<file path="src/rtl/atm_session_ctrl.sv">
// atm_session_ctrl
// ATM session sequencer. It handles card insertion, language selection,
// strobed PIN entry with a bounded retry count and lockout, and a transaction
// menu: show balance, withdraw, deposit and change PIN. A session that sees
// no strobe for TIMEOUT_CYCLES cycles is ejected. Every output is registered.
//
// Ports
//   clk, rst       rising-edge clock, synchronous active-high reset
//   card_in        card present (level), sampled in IDLE only
//   lang_sel       language chosen (strobe)
//   pin_in         keypad PIN, qualified by pin_valid (one attempt per cycle)
//   op, op_valid   menu choice: 00 balance, 01 withdraw, 10 deposit, 11 new PIN
//   amount         transaction amount; its low PIN_W bits are the new PIN
//   amount_valid   amount strobe
//   exit           abort the session (eject card)
//   home           leave a transaction screen and return to MENU
//   balance_out    current balance
//   state_out      state code (see state_t)
//   txn_ok/txn_err one-cycle transaction result pulses
//   card_eject     one-cycle pulse while in EJECT
//   card_locked    high while LOCKED
//   tries_left     remaining PIN attempts
module atm_session_ctrl #(
    parameter int                PIN_W          = 4,
    parameter int                BAL_W          = 8,
    parameter int                AMT_W          = 6,
    parameter int                MAX_TRIES      = 3,
    parameter int                INIT_BALANCE   = 30,
    parameter logic [PIN_W-1:0]  DEFAULT_PIN    = '1,
    parameter int                TIMEOUT_CYCLES = 1000
) (
    input  logic             clk,
    input  logic             rst,
    input  logic             card_in,
    input  logic             lang_sel,
    input  logic [PIN_W-1:0] pin_in,
    input  logic             pin_valid,
    input  logic [1:0]       op,
    input  logic             op_valid,
    input  logic [AMT_W-1:0] amount,
    input  logic             amount_valid,
    input  logic             exit,
    input  logic             home,
    output logic [BAL_W-1:0] balance_out,
    output logic [3:0]       state_out,
    output logic             txn_ok,
    output logic             txn_err,
    output logic             card_eject,
    output logic             card_locked,
    output logic [3:0]       tries_left
);

    typedef enum logic [3:0] {
        IDLE     = 4'd0,
        LANG     = 4'd1,
        PIN      = 4'd2,
        MENU     = 4'd3,
        WDRAW    = 4'd4,
        DEPOSIT  = 4'd5,
        SHOW_BAL = 4'd6,
        CHPIN    = 4'd7,
        EJECT    = 4'd8,
        LOCKED   = 4'd15
    } state_t;

    localparam int               TIMER_W    = (TIMEOUT_CYCLES > 2) ? $clog2(TIMEOUT_CYCLES) : 1;
    localparam logic [TIMER_W-1:0] TIMER_LAST = TIMER_W'(TIMEOUT_CYCLES - 1);
    localparam logic [3:0]       TRIES_INIT = 4'(MAX_TRIES);
    localparam logic [BAL_W-1:0] BAL_INIT   = BAL_W'(INIT_BALANCE);

    state_t             state, state_n;
    logic [PIN_W-1:0]   pin_q, pin_n;
    logic [BAL_W-1:0]   bal_n;
    logic [3:0]         tries_n;
    logic [TIMER_W-1:0] timer, timer_n;
    logic               ok_n, err_n;

    logic               active, active_n, strobe, timeout, in_txn;
    logic [BAL_W-1:0]   amt_ext;
    logic [BAL_W:0]     dep_sum;

    assign state_out = state;

    // State register and all registered outputs. Reset discards any
    // transaction in flight.
    always_ff @(posedge clk) begin
        if (rst) begin
            state       <= IDLE;
            balance_out <= BAL_INIT;
            pin_q       <= DEFAULT_PIN;
            tries_left  <= TRIES_INIT;
            timer       <= '0;
            txn_ok      <= 1'b0;
            txn_err     <= 1'b0;
            card_eject  <= 1'b0;
            card_locked <= 1'b0;
        end else begin
            state       <= state_n;
            balance_out <= bal_n;
            pin_q       <= pin_n;
            tries_left  <= tries_n;
            timer       <= timer_n;
            txn_ok      <= ok_n;
            txn_err     <= err_n;
            card_eject  <= (state_n == EJECT);
            card_locked <= (state_n == LOCKED);
        end
    end

    // Next-state and datapath. Inside a session the order is: exit,
    // inactivity timeout, home, then the strobe owned by the current state.
    always_comb begin
        state_n  = state;
        bal_n    = balance_out;
        pin_n    = pin_q;
        tries_n  = tries_left;
        ok_n     = 1'b0;
        err_n    = 1'b0;

        active   = (state >= LANG) && (state <= CHPIN);
        in_txn   = (state >= WDRAW) && (state <= CHPIN);
        strobe   = lang_sel | pin_valid | op_valid | amount_valid | home;
        timeout  = (timer == TIMER_LAST);
        amt_ext  = BAL_W'(amount);
        // One extra bit keeps the deposit carry so overflow can be detected.
        dep_sum  = {1'b0, balance_out} + {1'b0, amt_ext};

        case (state)
            IDLE: begin
                if (card_in) state_n = LANG;
            end
            EJECT: begin
                state_n = IDLE;
                tries_n = TRIES_INIT;
            end
            LOCKED: begin
                state_n = LOCKED;
            end
            LANG, PIN, MENU, WDRAW, DEPOSIT, SHOW_BAL, CHPIN: begin
                if (exit || timeout) begin
                    state_n = EJECT;
                end else if (home && in_txn) begin
                    state_n = MENU;
                end else begin
                    case (state)
                        LANG: if (lang_sel) state_n = PIN;
                        PIN: begin
                            if (pin_valid) begin
                                if (pin_in == pin_q) begin
                                    state_n = MENU;
                                    tries_n = TRIES_INIT;
                                end else if (tries_left <= 4'd1) begin
                                    state_n = LOCKED;
                                    tries_n = 4'd0;
                                end else begin
                                    tries_n = tries_left - 4'd1;
                                end
                            end
                        end
                        MENU: begin
                            if (op_valid) begin
                                case (op)
                                    2'b00: begin
                                        state_n = SHOW_BAL;
                                        ok_n    = 1'b1;
                                    end
                                    2'b01:   state_n = WDRAW;
                                    2'b10:   state_n = DEPOSIT;
                                    default: state_n = CHPIN;
                                endcase
                            end
                        end
                        WDRAW: begin
                            if (amount_valid) begin
                                state_n = MENU;
                                if (amt_ext <= balance_out) begin
                                    bal_n = balance_out - amt_ext;
                                    ok_n  = 1'b1;
                                end else begin
                                    err_n = 1'b1;
                                end
                            end
                        end
                        DEPOSIT: begin
                            if (amount_valid) begin
                                state_n = MENU;
                                if (dep_sum[BAL_W]) begin
                                    err_n = 1'b1;
                                end else begin
                                    bal_n = dep_sum[BAL_W-1:0];
                                    ok_n  = 1'b1;
                                end
                            end
                        end
                        CHPIN: begin
                            if (amount_valid) begin
                                state_n = MENU;
                                pin_n   = PIN_W'(amount);
                                ok_n    = 1'b1;
                            end
                        end
                        default: state_n = state;
                    endcase
                end
            end
            default: state_n = IDLE;
        endcase

        // The idle timer only runs while a session stays open with no strobe.
        active_n = (state_n >= LANG) && (state_n <= CHPIN);
        if (active && active_n && !strobe)
            timer_n = timer + TIMER_W'(1);
        else
            timer_n = '0;
    end

endmodule

</file>
<file path="config.mk">
export PLATFORM = sky130hd
export DESIGN_NAME = atm_session_ctrl
export DESIGN_NICKNAME = d
export VERILOG_FILES = /design/src/rtl/atm_session_ctrl.sv
export SDC_FILE = /design/constraint.sdc
export NUM_CORES = 1
export LEC_CHECK = 0
export ABC_AREA = 1
export BUFFER_PORTS_ARGS = -buffer_cell sky130_fd_sc_hd__buf_2
export CORE_MARGIN = 10
export CORE_UTILIZATION = 51
export CTS_CLUSTER_SIZE = 40
export DETAILED_ROUTE_END_ITERATION = 8
export GPL_TIMING_DRIVEN = 0
export PLACE_DENSITY = 0.76
export SYNTH_ARGS = -nofsm -noshare
export SYNTH_HDL_FRONTEND = slang
export SYNTH_SLANG_ARGS = --single-unit
</file>
<file path="constraint.sdc">
create_clock -name clk -period 1.8 [get_ports clk]
set_input_delay 0.18 -clock clk [delete_from_list [all_inputs] [get_ports clk]]
set_output_delay 0.18 -clock clk [all_outputs]
set_load 0.005 [all_outputs]
</file>
==> out/results.txt <==
Total GRT Usage: 15.4%
Clk sinks: 34
Pwr Density: 562 nW/um^2
CTS tree: built
GPL Wtd Cong: 0.877
Via Count: 2565
HPWL Detailed: 4.88 mm
Post-DR vias/cell: 5.07
Synth cell types: 35
Hold depth: 3
Hold wc startpoint: amount[2]
Reg2Reg Setup Slack: -0.06 ns
H-tree level count: 2
Max Slew Vio Count: 0
Worst Hold Slack: 0.161 ns
Slowest cell delay on critical path: 0.38 ns
CP cell instances: inv_4, ha_4, fa_2, inv_2, nand3_2, nand2_2, nand2_2, nand2_2, nand2_4, a21oi_4, buf_6, a21oi_2, nor2_1
Fin util: 66.2%
Area growth syn-to-layout: 24.8%
Synth Register Bits: 34
Worst-margin pin slew: 0.517 ns
Max Buffers Root-to-Sink: 2
Tcrit/Tclk final: 103%
Congestion Overflow GR: 0
Worst VDD drop: 0.582 mV
Dominant cell type by area after synthesis: dfxtp_1
Number of global-route vias before repair: 2519
Min Tclk post-route: 1.86 ns
FF/Latch Area: 689 sq um
Avg Cell Area, Syn: 6.55 sq um
Crit-path slowest cell: dfxtp_4
Final instance area: 3150 sq um
IO Pins: 41
Layout cell share with drive strength beyond 1: 26.2%
First drt pass iteration count: 4
Root Driver: clkbuf_8
Row cnt: 25
Crit path max fanout: 4
R2R Path Start: balance_out[0]
Dominant cells by area after synthesis: dfxtp_1, nand2_1, inv_1
EDFF count, synth: 0
DR iter-0 viols: 90
Max_cap viols: 0
Synth Flop Type: dfxtp_1
Core area: 4750 sq um
Count leader, synth: nand2_1
Largest net degree at the start of global routing: 11
Clock Skews: 0.00287 ns
Crit path DAT: 2.09 ns
RSZ-0062 raised after global routing: true
Reg2reg path depth: 13
Initial cell density of the core: 53.1%
Syn Std Cell Area: 2520 sq um
Non-filler instance count after layout: 506
Most used cell, CP: nand2_2
Post-synth top area share: 27.0%
Leakage: 1.52 nW
Drt wl/cell: 12.7 um
Hold buffers post-CTS: 0
Clk slew on worst S/H paths: 0.07 ns
Synth Instances: 385
FF-to-FF End: balance_out[7]
Multi-input gate area: 1740 sq um
Initial antenna violation count: 0
Setup crit start kind: flip-flop
CP Capture Type: flip-flop
CP Launch Point: balance_out[0]
Worst skew pair latency: 0.29 ns
Fmax achieved: 537 MHz
WS Path Type: flip-flop to flip-flop
Commonest cells post-synth: nand2_1, inv_1, nor2_1
Yosys warns: 0
Antenna-violating nets left: 0
First-pass GRT wire length: 10.8 mm
Fin worst setup slack: -0.0624 ns
Run status: finished with violations
Total placed cells including tap cells: 492
Fill count: 435
Die width: 90.3 um
Fin Setup TNS: -0.324 ns
Mapped Nets: 426
Post-synth ARST share: 0%
Residual DRC: 0
Hold Fails Final Rpt: 0
Violated checks: setup timing
Die H: 90.3 um
Buffers on Ports: 40
Finish-stage setup viols: 6
Sequential fraction of the synthesis area: 27.0%
Post-layout nets: 479
Worst Path Required: 2.03 ns
Rel. slew slack: 65.5%
Placed cell area: 2810 sq um
HP Class: primary input to flip-flop
DIE AREA: 8160 sq um
Hold endpoint: pin_q[2]
CTS Buf Count: 5
Ant. Diodes: 0
Final wirelength: 6.41 mm
-- area by class of cell --
cell class | count | area share [%]
clock buffer | 8 | 3.50
multi-input combinational | 283 | 55.3
timing repair buffer | 46 | 8.03
tap | 67 | 2.66
sequential | 34 | 21.9
inverter | 65 | 7.99
buffer | 3 | 0.596
-- worst max-delay path, delay by kind of cell (launching register included) --
family | cells | cell delay (ns)
buf+inv | 3 | 0.24
fa+ha+maj | 2 | 0.48
flops | 1 | 0.38
compound gates | 2 | 0.26
simple gates | 6 | 0.43
-- metrics by stage --
step / power [W] / worst slack [ns]
floorplan: 0.000989 / 0.00344
global placement: 0.00107 / -0.160
detailed placement: 0.00108 / -0.162
CTS: 0.00175 / -0.0510
global route: 0.00186 / -0.170
finish: 0.00177 / -0.0624
-- placed cells by master, fill, tap and decap left out, types with 7 or more instances in the layout --
| cell type | count |
|---|---|
| nor3_1 | 8 |
| inv_1 | 57 |
| nor2_1 | 45 |
| nand2_1 | 96 |
| a21oi_1 | 11 |
| clkbuf_8 | 8 |
| buf_2 | 40 |
| o21ai_0 | 10 |
| nand3_1 | 13 |
| o211ai_1 | 7 |
| nand4_1 | 9 |
| xor2_1 | 10 |
| ha_1 | 15 |
| nand2_2 | 8 |
| dfxtp_1 | 29 |
-- worst max-delay path by stage --
stage	to	slack, ns
floorplan	balance_out[7]	0.003
global placement	balance_out[7]	-0.16
detailed placement	balance_out[7]	-0.16
CTS	balance_out[7]	-0.05
global route	balance_out[1]	-0.17
finish	balance_out[7]	-0.06
-- routing by layer --
metal | global-route usage [%] | vias to the layer above | wire length (um)
met1 | 18.8 | 1167 | 3020
met5 | 0 | - | 0
li1 | - | 1332 | -
met2 | 25.8 | 58 | 3010
met3 | 3.82 | 8 | 289
met4 | 4.91 | 0 | 90
-- registers in the layout (all words and copies together) (netlist names) --
name and count:
timer 10, pin_q 4, card_locked 1, txn_ok 1
balance_out 8, txn_err 1, tries_left 4, card_eject 1
state_out 4
-- power breakdown --
group          switching (W)  internal [W]
Combinational       0.000210      0.000124
Clock               0.000275      0.000386
Sequential         0.0000128      0.000760
-- kinds of logic after synthesis --
family / synth area share (%)
buf+inv: 10.5
flops: 27.0
xor+xnor: 4.17
simple gates: 36.5
compound gates: 11.4
fa+ha+maj: 10.5
-- what timing repair did --
| action | CTS | global route |
|---|---|---|
| resized for setup | 20 | 32 |
| endpoints found under the setup margin | 19 | 29 |
| pin swaps | 10 | 7 |
| setup buffers | 3 | 3 |
(Power assumes the default switching activity.)
